[src/rtl/clk_period_meter_pkg.sv]
// rtl/clk_period_meter_pkg.sv - shared state encodings and default counter width for the period meter
package clk_period_meter_pkg;

  localparam int CW_DEFAULT = 8;

  typedef enum logic [1:0] {
    ST_IDLE    = 2'd0,
    ST_MEASURE = 2'd1,
    ST_TIMEOUT = 2'd2
  } state_e;

endpackage

[src/rtl/sync_edge_det.sv]
// rtl/sync_edge_det.sv - multi-stage synchroniser with rising-edge detect on the synchronised level
module sync_edge_det #(
  parameter int SYNC_STAGES = 2
) (
  input  logic inClk,
  input  logic reset,
  input  logic d,
  output logic q,
  output logic rise
);

  logic [SYNC_STAGES-1:0] sync_q, sync_d;
  logic                   prev_q, prev_d;

  // shift the raw input through the chain; prev remembers last synchronised level
  always_comb begin
    sync_d = {sync_q[SYNC_STAGES-2:0], d};
    prev_d = sync_q[SYNC_STAGES-1];
  end

  // chain and prev flops clear asynchronously so no edge is seen out of reset
  always_ff @(posedge inClk or negedge reset) begin
    if (!reset) begin
      sync_q <= '0;
      prev_q <= 1'b0;
    end else begin
      sync_q <= sync_d;
      prev_q <= prev_d;
    end
  end

  assign q    = sync_q[SYNC_STAGES-1];
  assign rise = q & ~prev_q;

endmodule

[src/rtl/clk_period_meter.sv]
// rtl/clk_period_meter.sv - rise-to-rise period meter with sticky timeout; duty measurement under CLK_METER_DUTY_EN
module clk_period_meter
  import clk_period_meter_pkg::*;
#(
  parameter int CW          = CW_DEFAULT,
  parameter int SYNC_STAGES = 2
) (
  input  logic          inClk,
  input  logic          reset,
  input  logic          sigIn,
  output logic [CW-1:0] period,
  output logic          periodValid,
  output logic          timeout,
  output logic [CW-1:0] highTime
);

  localparam logic [CW-1:0] CNT_MAX = '1;
  localparam logic [CW-1:0] CNT_ONE = CW'(1);

  logic sync_out;
  logic rise;

  state_e        state_q, state_d;
  logic [CW-1:0] cnt_q, cnt_d;
  logic [CW-1:0] period_q, period_d;
  logic          valid_q, valid_d;
  logic          timeout_q, timeout_d;
`ifdef CLK_METER_DUTY_EN
  logic [CW-1:0] hcnt_q, hcnt_d;
  logic [CW-1:0] high_q, high_d;
`else
  logic          unused_sync_out;
  assign unused_sync_out = sync_out;
`endif

  sync_edge_det #(
    .SYNC_STAGES (SYNC_STAGES)
  ) u_sync (
    .inClk (inClk),
    .reset (reset),
    .d     (sigIn),
    .q     (sync_out),
    .rise  (rise)
  );

  // FSM next-state: a rise always restarts the count; publish only when a valid interval ended
  always_comb begin
    state_d   = state_q;
    cnt_d     = cnt_q;
    period_d  = period_q;
    valid_d   = 1'b0;
    timeout_d = timeout_q;
`ifdef CLK_METER_DUTY_EN
    hcnt_d    = hcnt_q;
    high_d    = high_q;
`endif
    case (state_q)
      ST_IDLE: begin
        if (rise) begin
          cnt_d   = CNT_ONE;
`ifdef CLK_METER_DUTY_EN
          hcnt_d  = CNT_ONE;
`endif
          state_d = ST_MEASURE;
        end
      end
      ST_MEASURE: begin
        if (rise) begin
          period_d = cnt_q;
          valid_d  = 1'b1;
          cnt_d    = CNT_ONE;
`ifdef CLK_METER_DUTY_EN
          high_d   = hcnt_q;
          hcnt_d   = CNT_ONE;
`endif
        end else if (cnt_q == CNT_MAX) begin
          timeout_d = 1'b1;
          state_d   = ST_TIMEOUT;
        end else begin
          cnt_d = cnt_q + CNT_ONE;
`ifdef CLK_METER_DUTY_EN
          if (sync_out && (hcnt_q != CNT_MAX)) begin
            hcnt_d = hcnt_q + CNT_ONE;
          end
`endif
        end
      end
      ST_TIMEOUT: begin
        if (rise) begin
          timeout_d = 1'b0;
          cnt_d     = CNT_ONE;
`ifdef CLK_METER_DUTY_EN
          hcnt_d    = CNT_ONE;
`endif
          state_d   = ST_MEASURE;
        end
      end
      default: begin
        state_d = ST_IDLE;
      end
    endcase
  end

  // state, counters and registered outputs; reset discards any partial measurement
  always_ff @(posedge inClk or negedge reset) begin
    if (!reset) begin
      state_q   <= ST_IDLE;
      cnt_q     <= '0;
      period_q  <= '0;
      valid_q   <= 1'b0;
      timeout_q <= 1'b0;
`ifdef CLK_METER_DUTY_EN
      hcnt_q    <= '0;
      high_q    <= '0;
`endif
    end else begin
      state_q   <= state_d;
      cnt_q     <= cnt_d;
      period_q  <= period_d;
      valid_q   <= valid_d;
      timeout_q <= timeout_d;
`ifdef CLK_METER_DUTY_EN
      hcnt_q    <= hcnt_d;
      high_q    <= high_d;
`endif
    end
  end

  assign period      = period_q;
  assign periodValid = valid_q;
  assign timeout     = timeout_q;
`ifdef CLK_METER_DUTY_EN
  assign highTime    = high_q;
`else
  assign highTime    = '0;
`endif

endmodule

[config.mk]
export PLATFORM = sky130hd
export DESIGN_NAME = clk_period_meter
export DESIGN_NICKNAME = d
export VERILOG_FILES = /design/src/rtl/clk_period_meter_pkg.sv /design/src/rtl/sync_edge_det.sv /design/src/rtl/clk_period_meter.sv
export SDC_FILE = /design/constraint.sdc
export NUM_CORES = 1
export LEC_CHECK = 0
export ABC_AREA = 1
export CORE_AREA = 2 2 51 53
export DETAILED_ROUTE_END_ITERATION = 8
export DIE_AREA = 0 0 53 55
export HOLD_SLACK_MARGIN = 0.15
export PLACE_DENSITY = 0.74
export SLEW_MARGIN = 15
export SYNTH_ARGS = -nofsm -noshare
export SYNTH_HDL_FRONTEND = slang
export SYNTH_SLANG_ARGS = --single-unit
[constraint.sdc]
create_clock -name inClk -period 1.5 [get_ports inClk]
set_input_delay 0.225 -clock inClk [delete_from_list [all_inputs] [get_ports inClk]]
set_output_delay 0.225 -clock inClk [all_outputs]
set_load 0.005 [all_outputs]
## Yosys cells after proc, flatten, opt, wreduce, memory -nomap -nowiden

Cells that the tools add are included.

| word-level totals | value |
|---|---|
| bits in registers | 23 |
| output and inout port bits | 18 |
| input bits | 3 |
| logic and storage cells | 40 |

| operators by class | value |
|---|---|
| add/sub/neg operators | 1 |
| multiplexer cells | 14 |
| reductions and logical operators | 8 |
| bitwise logic cells | 2 |
| eq/ne operators | 8 |

Operators by type and width:

| cell | number |
|---|---|
| $mux W8 | 3 |
| $pmux W8 S2 | 1 |
| $add A8 B1 Y8 const B | 1 |
| $eq A8 B8 Y1 const B | 1 |
| $mux W2 | 3 |
| $ne A2 B2 Y1 const B | 3 |
| $reduce_and A3 Y1 | 2 |
| $mux W1 | 5 |
| $pmux W2 S2 | 1 |
| $reduce_and A4 Y1 | 1 |
| $reduce_bool A2 Y1 | 2 |
| $ne A3 B3 Y1 const B | 1 |
| $eq A2 B1 Y1 const B | 1 |
| $eq A2 B2 Y1 const B | 1 |
| $logic_not A2 Y1 | 1 |
| $ne A2 B1 Y1 const B | 1 |
| $pmux W1 S2 | 1 |
| $reduce_and A2 Y1 | 1 |
| $reduce_or A2 Y1 | 1 |
| $and A1 B1 Y1 | 1 |
| $not A1 Y1 | 1 |

## Longest topological paths before layout

Gate-level depths: netlist of the first run.

| logic depth | value |
|---|---|
| word-level depth | 4 |
| gate-level depth with buffers | 8 |
| gate-level depth less buffers | 8 |

## Modules after synthesis

A second synthesis of the first run with hierarchy kept.

| second synthesis, totals | value |
|---|---|
| cells, all modules | 135 |
| area, all modules | 1,123.6 um2 |

By module, submodules not included:

| module | seq. area each (um2) | cells each | area each (um2) | instances |
|---|---|---|---|---|
| clk_period_meter | 500.5 | 130 | 1,038.5 | 1 |
| sync_edge_det | 75.1 | 5 | 85.1 | 1 |

## Worst setup path after synthesis of the first run

No wires, ideal clock.

| path | value |
|---|---|
| kind | register -> register |
| start | reg cnt_q[1] |
| end | reg cnt_q[4] |
| library setup time | 0.117 ns |
| cell stages (with the launch flop) | 9 |
| period minus slack after synthesis | 1.169 ns |
| arrival | 1.052 ns |
| setup slack | 0.331 ns |
| data required time | 1.383 ns |
| buffers on the path | 0 |
| path through | dfrtp_1 > ha_1 > nand2_2 > nor2_1 > nand2_1 > nand2_1 > nand3_2 > nand2_1 > nand2_1 |

| between the ends | value |
|---|---|
| cells in the longest elaborated chain, start to end | 4 |
| elaborated cells on any way between the ends | 7 |
| classes of those cells | add/sub (1); eq/ne (2); mux (3); reduce/logical (1) |

Ends and longest elaborated chain:

| element | RTL line | RTL |
|---|---|---|
| start, declared | clk_period_meter.sv:24 | `logic [CW-1:0] cnt_q, cnt_d;` |
| start signal, assigned | clk_period_meter.sv:118 | `cnt_q <= cnt_d;` |
| $add A8 B1 Y8 | clk_period_meter.sv:80 | `cnt_d = cnt_q + CNT_ONE;` |
| $mux W8 | clk_period_meter.sv:76 | `end else if (cnt_q == CNT_MAX) begin` |
| $mux W8 | clk_period_meter.sv:68 | `if (rise) begin` |
| $pmux W8 S2 | clk_period_meter.sv:57 | `case (state_q)` |

Parallel ways exist; a longest one is shown, timed or not. The select of a mux whose other input is x is not followed.
A chain may end at the register's enable or synchronous reset.

## Worst setup path after layout of the first run

| path | value |
|---|---|
| start | reg period_q[2], in the netlist period[2] |
| end | out period[2] |

RTL lines:

| element | RTL line | RTL |
|---|---|---|
| start, declared | clk_period_meter.sv:25 | `logic [CW-1:0] period_q, period_d;` |
| start signal, assigned | clk_period_meter.sv:119 | `period_q <= period_d;` |
| end, declared | clk_period_meter.sv:11 | `output logic [CW-1:0] period,` |

No word-level cell between the ends.

==> results of run 1 <==
[state kept, by name, summed over array words and instances, names as in the netlist]
| name | flops |
|---|---|
| u_sync.prev_q | 1 |
| periodValid | 1 |
| cnt_q | 8 |
| period | 8 |
| timeout | 1 |
| state_q | 2 |
| u_sync.sync_q | 2 |
[metrics by stage]
step | cells | hold slack [ns] | worst slack (ns) | area [sq um]
after CTS | 182 | 0.2430 | 0.06506 | 1277
final | 182 | 0.2380 | 0.08407 | 1277
after global placement | 178 | 0.3407 | 0.2332 | 1250
after global routing | 182 | 0.2641 | 0.03205 | 1277
after floorplan | 144 | -0.07059 | 0.3307 | 1156
after detailed placement | 178 | 0.3449 | 0.1822 | 1250
[layout make-up]
class | instances | share of cell area [%]
Clock inverter | 1 | 0.3918
Inverter | 14 | 4.114
Multi-Input combinational cell | 98 | 35.75
Timing Repair Buffer | 13 | 9.990
Clock buffer | 3 | 1.763
Tap cell | 30 | 2.938
Sequential cell | 23 | 45.05
[metal layers]
| metal | track usage, % | wire, um | vias up |
|---|---|---|---|
| met3 | 2.419 | 74 | 5 |
| li1 | - | - | 440 |
| met2 | 28.13 | 961 | 27 |
| met5 | 0 | 0 | - |
| met4 | 8.974 | 49 | 0 |
| met1 | 19.38 | 916 | 423 |
[power groups by stage]
stage / clock [W] / combinational, W / sequential, W
global placement: 0 / 0.000356 / 0.000822
floorplan: 0 / 0.000223 / 0.000818
finish: 0.000293 / 0.000356 / 0.000821
CTS: 0.000303 / 0.000360 / 0.000819
global route: 0.000316 / 0.000402 / 0.000837
detailed placement: 0 / 0.000358 / 0.000832
[final timing paths]
check                                                 from                          to  slack, ns  cells after the start
worst min register to register  u_sync.sync_q[0]$_DFF_PN0_  u_sync.sync_q[1]$_DFF_PN0_       0.37                      0
max in group asynchronous                            reset       period[6]$_DFFE_PN0P_       1.04                      2
worst max register to register        cnt_q[1]$_DFFE_PN0P_        cnt_q[0]$_DFFE_PN0P_       0.13                      8
worst min-delay path                                 reset  u_sync.sync_q[0]$_DFF_PN0_       0.24                      2
worst max-delay path                 period[2]$_DFFE_PN0P_                   period[2]       0.08                      1
min in group inClk                                   sigIn  u_sync.sync_q[0]$_DFF_PN0_       0.33                      1
[cell usage in the layout (no fill, tap or decap), drive strengths merged]
| master | n |
|---|---|
| nand2 | 53 |
| dfrtp | 23 |
| inv | 14 |
| clkdlybuf4s50 | 12 |
| nand3 | 12 |
| nor2 | 11 |
| o21ai | 9 |
| conb | 8 |
| clkbuf | 3 |
| xor2 | 2 |
| a21oi | 1 |
| nand4 | 1 |
| ha | 1 |
| clkinv | 1 |
| buf | 1 |
[cell families after synthesis]
logic type               synth area share [%]
flip-flops                              50.94
AO/OA/AOI/OAI                           4.429
other                                  0.3319
buffers and inverters                   10.96
XOR/XNOR                                1.551
adder cells (fa/ha/maj)                 1.107
AND/OR/NAND/NOR                         30.68
==> results by group, run 1 <==
Die
  – Core area: 2365 sq um
  – Die ar.: 2915 sq um
  – Row cnt: 18
  – Die Ht: 55 um
  – Die width: 53 um
  – Num ports: 21
  – Initial core utilization: 47.78%

Yosys
  – Post-synth top cells: nand2_1, dfrtp_1, inv_1
  – Yosys top cell area share: 50.94%
  – Async SR Flop Fraction: 100.0%
  – Yosys top cell by area: dfrtp_1
  – Gate Count Post-Synth: 137
  – FF+latch count, synth: 23
  – Sequential area share after synthesis: 50.94%
  – Post-synthesis cell area: 1130 sq um
  – Post-synth cell types: 19
  – Post-synthesis area per instance: 8.247 sq um
  – Synthesis warning total: 0
  – Top-count cell post-synth: nand2_1
  – Synth top area cells: dfrtp_1, nand2_1, buf_4, nand3_1, inv_1
  – Post-synth EDFFs: 0
  – Top FF cell, synth: dfrtp_1

Pwr
  – Switch Pwr: 0.0004711 W
  – Logic pwr share: 24.2%
  – PD cells: 1151 nW/um^2
  – Switching share of power: 32.03%
  – Clk pwr share: 19.9%
  – Peak supply drop: 0.0006997 V
  – Seq pwr share: 55.8%
  – Pint: 0.0009997 W
  – Leak Pwr: 0.6718 nW
  – Pwr Total: 0.001471 W

Finish
  – Final core occ: 54.02%
  – Final nets: 157
  – Layout cells sized above 1: 9.868%
  – Area growth syn-to-layout: 13.07%
  – Reg area: 575.6 sq um
  – Multi-input combinational cell area: 456.7 sq um
  – Layout fillers: 222
  – ANT cells: 0

Clock network
  – CTS tree: done
  – Worst-Skew Late Latency: 0.32 ns
  – CTS buffer count: 3
  – Clock Pin Slew Worst Setup and Hold Paths: 0.13 ns
  – # resized after CTS: 0
  – Post-CTS Hold Fix Bufs: 0
  – H-tree depth: 1
  – Post-CTS Setup Repair Bufs: 0
  – Clock Tree Buf Depth: 2
  – CTS Root Cell: clkbuf_4
  – Clock sink count: 23

Worst hold path
  – Worst Hold Class: primary input to asynchronous set/reset pin

Routing
  – DRC: 0
  – Post-Route WL: 2.002 mm
  – DR WL/cell: 11.00 um
  – Vias: 895
  – DR pass1 iterations: 4
  – Initial DRC Count: 25
  – Via density: 4.918
  – Final ANT Viol Nets: 0

GRT
  – Global-route wire length before repair: 3.387 mm
  – Total grt overflow: 0
  – Vias in the first global route: 791
  – Pin count of the biggest net entering global routing: 24
  – GRT Resource Usage Total: 16.19%
  – Initial antenna violation count: 0

Placed design
  – Gpl congestion: 0.8833
  – Post-DP HPWL: 1.485 mm
  – Number of port buffers: 12

Setup path
  – CP arrival: 1.19 ns
  – Critical path endpoint category: output port
  – Worst Setup Path Type: register to output port
  – WP data required: 1.27 ns
  – CP startpoint kind: register
  – CP delay by family, top: buffers and inverters
  – Buffers & Inverters on Critical Path: 1
  – Slowest stage cell, crit path: clkdlybuf4s50_1
  – Critical path, cell by cell: clkdlybuf4s50_1
  – CP Max Fanout: 2
  – CP peak stage delay: 0.50 ns

STA
  – Hold Fails Final Rpt: 0
  – Unrepaired setup endpoints after global routing: false
  – Final Critical Period: 1.416 ns
  – Clk_skew: 0.004001 ns
  – Slew Viols, Final: 0
  – Tcrit/Tclk final: 94.40%
  – Fmax: 706.2 MHz
  – Final setup violation count: 0
  – Final setup TNS: 0 ns

Flow run
  – MaxCap Viol Count: 0

Outcome
  – Status: completed
Power figures use the tool's default switching activity.
==> inputs of run 2 (changes only) <==
CORE_AREA = 2 2 99 53   (was 2 2 51 53)
DIE_AREA = 0 0 101 55   (was 0 0 53 55)
PLACE_DENSITY = 0.45   (was 0.74)
clock period = 1.2 ns   (was 1.5 ns; I/O delays follow)
==> run 2 against run 1 <==
  * The run now ends with setup timing left
  * Power increased by 52%
  * Clock skew increased by 0.00067 ns
  * Register-to-register slack got worse by 0.18 ns
  * Final area increased by 21%
  * Core utilization decreased by 21 points
  * Critical path depth increased by 6
  * Sequential share of layout area decreased by 7.8 points
  * First-iteration DRC count increased by 120%
  * Count of clock-buffer cells in the layout increased by 1
  * Cell count increased by 26%
  * Combinational power increased by 100%
  * Via count increased by 3.8%
  * Highest routed layer is now met3
==> results by group, run 2 (synthesis results as in run 1) <==
Die
  – Die Ht: 55 um (unchanged)
  – Core area: 4730 sq um (+100%)
  – Initial core utilization: 23.89% (-24 points)
  – Die width: 101 um (+91%)
  – Row cnt: 18 (unchanged)
  – Num ports: 21 (unchanged)
  – Die ar.: 5555 sq um (+91%)

GRT
  – Pin count of the biggest net entering global routing: 24 (unchanged)
  – GRT Resource Usage Total: 9.795% (-6.4 points)
  – Vias in the first global route: 794 (+0.38%)
  – Total grt overflow: 0 (unchanged)
  – Global-route wire length before repair: 4.022 mm (+19%)
  – Initial antenna violation count: 0 (unchanged)

Placed design
  – Number of port buffers: 12 (unchanged)
  – Post-DP HPWL: 1.825 mm (+23%)
  – Placed Instances: 219 (+23%)
  – Gpl congestion: 0.7854 (-11%)

Pwr
  – Pwr Total: 0.002236 W (+52%)
  – Peak supply drop: 0.0006117 V (-13%)
  – PD cells: 1449 nW/um^2 (+26%)
  – Leak Pwr: 0.8306 nW (+24%)

STA
  – Final Critical Period: 1.253 ns
  – Final setup violation count: 6 (+6)
  – Unrepaired setup endpoints after global routing: true
  – Slew Viols, Final: 0 (unchanged)
  – Final setup TNS: -0.1789 ns (-0.1789 ns)
  – Hold Fails Final Rpt: 0 (unchanged)
  – Final worst slack: -0.05252 ns (-0.1366 ns)
  – Fmax: 798.4 MHz
  – Clk_skew: 0.004673 ns (+0.0006714 ns)
  – Tcrit/Tclk final: 104.4%
  – Final hold slack: 0.2584 ns (+0.02036 ns)

Setup path
  – Worst Setup Path Type: register to register
  – R2R cell count: 7 (-1)
  – CP arrival: 1.41 ns (+0.22 ns)
  – CP Max Fanout: 4 (+2)
  – Critical path endpoint category: register
  – WP data required: 1.36 ns (+0.09 ns)
  – CP startpoint kind: register

Clock network
  – CTS Root Cell: clkbuf_8
  – Clock sink count: 23 (unchanged)
  – Clock Tree Buf Depth: 2 (unchanged)
  – Worst-Skew Late Latency: 0.26 ns (-0.06 ns)
  – CTS tree: done
  – Post-CTS Hold Fix Bufs: 0 (unchanged)
  – H-tree depth: 1 (unchanged)
  – CTS buffer count: 3 (unchanged)
  – Clock Pin Slew Worst Setup and Hold Paths: 0.08 ns (-0.05 ns)

Flow run
  – MaxCap Viol Count: 0 (unchanged)

Routing
  – DRC: 0 (unchanged)
  – DR pass1 iterations: 4 (unchanged)
  – Met2 WL: 991 um (+3.1%)
  – Via density: 4.039 (-18%)
  – Met1 wire length: 1.359 mm (+48%)
  – Routed wl met3: 143 um (+93%)
  – Final ANT Viol Nets: 0 (unchanged)
  – Initial DRC Count: 55 (+120%)
  – Top Metal Used: met3
  – Post-Route WL: 2.495 mm (+25%)
  – DR WL/cell: 10.85 um (-1.4%)
  – Vias: 929 (+3.8%)

Finish
  – Final nets: 175 (+11%)
  – ANT cells: 0 (unchanged)
  – Most frequent cells in the layout: nand2_1, dfrtp_1, buf_4, inv_1, dlygate4sd2_1
  – Leading cell type in the layout, fill and taps excluded: nand2_1
  – Area growth syn-to-layout: 36.66%
  – Cell Count, Final, Fillers Out: 230 (+26%)
  – Layout cells sized above 1: 25.29% (+15 points)

Outcome
  – Failing checks: setup timing
  – Status: finished, violations left

Worst hold path
  – Worst Hold Class: primary input to asynchronous set/reset pin
-- run 2: cell count changes in the layout (fill, tap and decap cells not counted), sizes merged --
| cell | delta |
|---|---|
| buf | +18 |
| clkbuf | +1 |
| clkdlybuf4s50 | -10 |
| clkinv | -1 |
| dlygate4sd2 | +10 |
-- run 2: worst max-delay path, cell delays in order (launching register included) --
cell	delay [ns]
dfrtp_1	0.40
ha_4	0.16
nand2_4	0.07
nor2_4	0.13
nand2_2	0.07
nand2_2	0.08
nand3_4	0.09
buf_4	0.15
-- run 2: path summary, 6_finish.rpt --
kind | start | to | slack, ns
setup / recovery | cnt_q[1]$_DFFE_PN0P_ | state_q[0]$_DFFE_PN0P_ | -0.05
hold / removal | reset | period[3]$_DFFE_PN0P_ | 0.26
setup reg to reg | cnt_q[1]$_DFFE_PN0P_ | state_q[0]$_DFFE_PN0P_ | -0.05
hold reg to reg | u_sync.sync_q[0]$_DFF_PN0_ | u_sync.sync_q[1]$_DFF_PN0_ | 0.36
max in group asynchronous | reset | timeout$_DFFE_PN0P_ | 0.79
min in group inClk | sigIn | u_sync.sync_q[0]$_DFF_PN0_ | 0.35
-- run 2: routing by layer --
layer | vias up | global-route usage (%)
li1 | 476 | -
met1 | 437 | 14.67
met2 | 16 | 13.67
met3 | 0 | 3.769
met4 | 0 | 0.6757
met5 | - | 0
-- run 2: layout make-up --
class	count	area, sq um
clock buffer	4	45.04
tap	60	75.07
sequential	23	575.6
inverter	14	55.05
fill	503	3186
multi-input combinational	98	530.5
timing repair buffer	31	262.8
-- run 2: through the flow --
step           cell area (sq um)  setup WS [ns]  utilization (%)
6_report                    1544       -0.05252            32.65
5_1_grt                     1544        -0.1311            32.65
4_1_cts                     1458       -0.06363            30.82
3_5_place_dp                1383       -0.08359            29.23
3_3_place_gp                1383       -0.03517            29.23
2_1_floorplan               1156        0.03067                -
-- run 2: power by group --
group / switching (W) / internal (W)
Clock: 0.000249 / 0.000237
Combinational: 0.000338 / 0.000389
Sequential: 0.000118 / 0.000905
Total: 0.000705 / 0.00153
-- run 2: what timing repair did --
| action | CTS | global route |
|---|---|---|
| endpoints found under the hold margin | 0 | 0 |
| setup endpoints to repair | 18 | 13 |
| pin swaps | 0 | 5 |
| setup buffers | 5 | 2 |
| gates resized for setup | 15 | 16 |
==> inputs of run 3 (changes only) <==
CORE_AREA = 2 2 71 73   (was 2 2 99 53)
DIE_AREA = 0 0 73 75   (was 0 0 101 55)
PLACE_DENSITY = 0.44   (was 0.45)
SETUP_SLACK_MARGIN = 0.5   (was default)
==> run 3 against run 2 <==
  * The run still ends with setup timing left
  * First-iteration DRC count down 5.5%
  * Non-clock buffer count up 1
  * Via count up 1.2%
  * Cell count down 2.2%
==> results by group, run 3 (synthesis results as in run 1) <==
Outcome
  – Status: finished, violations left
  – Failing checks: setup timing

STA
  – Final Critical Period: 1.233 ns (-0.01955 ns)
  – Clk_skew: 0.005839 ns (+0.001166 ns)
  – Hold Fails Final Rpt: 0 (unchanged)
  – Fmax: 811.0 MHz (+1.6%)
  – Final setup violation count: 3 (-3)
  – Tcrit/Tclk final: 102.7% (-1.6 points)
  – Final setup TNS: -0.08082 ns (+0.09807 ns)
  – Final hold slack: 0.2437 ns (-0.01466 ns)
  – Unrepaired setup endpoints after global routing: true
  – Final worst slack: -0.03297 ns (+0.01955 ns)
  – Slew Viols, Final: 0 (unchanged)

Setup path
  – CP delay by family, top: simple AND/OR/NAND/NOR gates
  – CP Max Fanout: 4 (unchanged)
  – Critical path, cell by cell: ha_4 -> nand2_4 -> nor2_4 -> nand2_2 -> nand2_2 -> nand3_4 -> nand2_2 -> nand2_2
  – CP startpoint kind: register
  – CP arrival: 1.41 ns (about the same)
  – WP data required: 1.37 ns (about the same)
  – Critical path endpoint category: register
  – CP peak stage delay: 0.41 ns (about the same)
  – Slowest stage cell, crit path: dfrtp_1
  – Crit-path most repeated cell: nand2_2
  – Buffers & Inverters on Critical Path: 0 (-1)
  – Worst Setup Path Type: register to register

Clock network
  – CTS buffer count: 3 (unchanged)
  – Clock sink count: 23 (unchanged)
  – Worst-Skew Late Latency: 0.27 ns (about the same)
  – Clock Tree Buf Depth: 2 (unchanged)
  – CTS tree: done
  – CTS Root Cell: clkbuf_8
  – H-tree depth: 1 (unchanged)
  – Post-CTS Hold Fix Bufs: 0 (unchanged)
  – Clock Pin Slew Worst Setup and Hold Paths: 0.09 ns (about the same)

Finish
  – Finished Cell Area: 1549 sq um (+0.32%)
  – Cell Count, Final, Fillers Out: 225 (-2.2%)
  – Leading cell type in the layout, fill and taps excluded: nand2_1
  – Most frequent cells in the layout: nand2_1, dfrtp_1, buf_4, nand2_2, buf_2
  – Final nets: 176 (+0.57%)
  – ANT cells: 0 (unchanged)
  – Layout cells sized above 1: 36.26% (+11 points)
  – Area growth syn-to-layout: 37.10%

Worst hold path
  – Worst Hold Class: primary input to asynchronous set/reset pin

Die
  – Initial core utilization: 24.24% (+0.35 points)
  – Row cnt: 25 (+7)
  – Num ports: 21 (unchanged)
  – Die ar.: 5475 sq um (-1.4%)
  – Die width: 73 um (-28%)
  – Core area: 4661 sq um (-1.5%)
  – Die Ht: 75 um (+36%)

GRT
  – Vias in the first global route: 863 (+8.7%)
  – Initial antenna violation count: 0 (unchanged)
  – GRT Resource Usage Total: 9.364% (-0.43 points)
  – Total grt overflow: 0 (unchanged)
  – Pin count of the biggest net entering global routing: 24 (unchanged)
  – Global-route wire length before repair: 4.002 mm (-0.50%)

Pwr
  – PD cells: 1458 nW/um^2 (+0.65%)
  – Pwr Total: 0.002258 W (+0.98%)
  – Leak Pwr: 0.8178 nW (-1.5%)
  – Peak supply drop: 0.0003820 V (-38%)

Routing
  – Initial DRC Count: 52 (-5.5%)
  – DR pass1 iterations: 4 (unchanged)
  – Final ANT Viol Nets: 0 (unchanged)
  – Vias: 940 (+1.2%)
  – DRC: 0 (unchanged)
  – Via density: 4.178 (+3.4%)
  – DR WL/cell: 11.13 um (+2.6%)
  – Post-Route WL: 2.505 mm (+0.40%)

Placed design
  – Placed Instances: 208 (-5.0%)
  – Post-DP HPWL: 1.761 mm (-3.5%)
  – Gpl congestion: 0.7958 (+1.3%)
  – Dpl cell area: 1343 sq um (-2.9%)
  – Number of port buffers: 12 (unchanged)

Flow run
  – MaxCap Viol Count: 0 (unchanged)
-- run 3: cell types whose count changed in the layout (fill, tap and decap cells not counted), moves of 2 or more --
cell	previous run	this run
buf_2	0	10
dlygate4sd2_1	10	0
nand2_1	44	40
nand2_2	6	10
o21ai_0	7	3
o21ai_1	1	5
inv_1	12	9
inv_2	1	3
inv_6	0	2
-- run 3: what timing repair did --
action	in CTS	in global routing
buffers inserted	6	7
pin swaps	6	8
gates resized for setup	58	15
setup endpoints to repair	30	30
-- run 3: area by class of cell --
cell class              count  area (sq um)
fillers                   490          3112
flip-flops and latches     23         575.6
multi-input cells          98         549.3
repair buffers             32         245.2
well taps                  54         67.56
inverters                  14         62.56
clock buffers               3         41.29
clock inverters             1         7.507
-- run 3: metal layers --
metal  track usage [%]  part of all wire (%)  up-vias
met3             1.606                   3.0        5
met2             15.72                    49       13
li1                  -                     -      480
met1             12.30                    46      442
met5                 0                     0        -
met4             3.086                   1.4        0
-- run 3: path summary, 6_finish.rpt --
path                                             from  slack, ns  cells past startpoint                         end
max in group asynchronous                       reset       0.81                      2        cnt_q[7]$_DFFE_PN0P_
setup / recovery                 cnt_q[0]$_DFFE_PN0P_      -0.03                      8        cnt_q[0]$_DFFE_PN0P_
hold reg to reg            u_sync.sync_q[0]$_DFF_PN0_       0.35                      0  u_sync.sync_q[1]$_DFF_PN0_
setup reg to reg                 cnt_q[0]$_DFFE_PN0P_      -0.03                      8        cnt_q[0]$_DFFE_PN0P_
min in group inClk                              sigIn       0.34                      1  u_sync.sync_q[0]$_DFF_PN0_
hold / removal                                  reset       0.24                      2         timeout$_DFFE_PN0P_
-- run 3: report_power, final --
group / total (W) / internal [W] / switching [W] / leakage [nW]
sequential: 0.00103 / 0.000906 / 0.000129 / 0.298
clock: 0.000500 / 0.000235 / 0.000265 / 0.0217
combinational: 0.000724 / 0.000377 / 0.000347 / 0.498
-- run 3: through the flow --
| stage | util [%] | setup slack, ns |
|---|---|---|
| after floorplan | - | 0.05346 |
| after global placement | 28.81 | -0.06255 |
| after detailed placement | 28.81 | -0.07513 |
| after CTS | 30.90 | -0.04900 |
| after global routing | 33.23 | -0.1186 |
| final | 33.23 | -0.03297 |
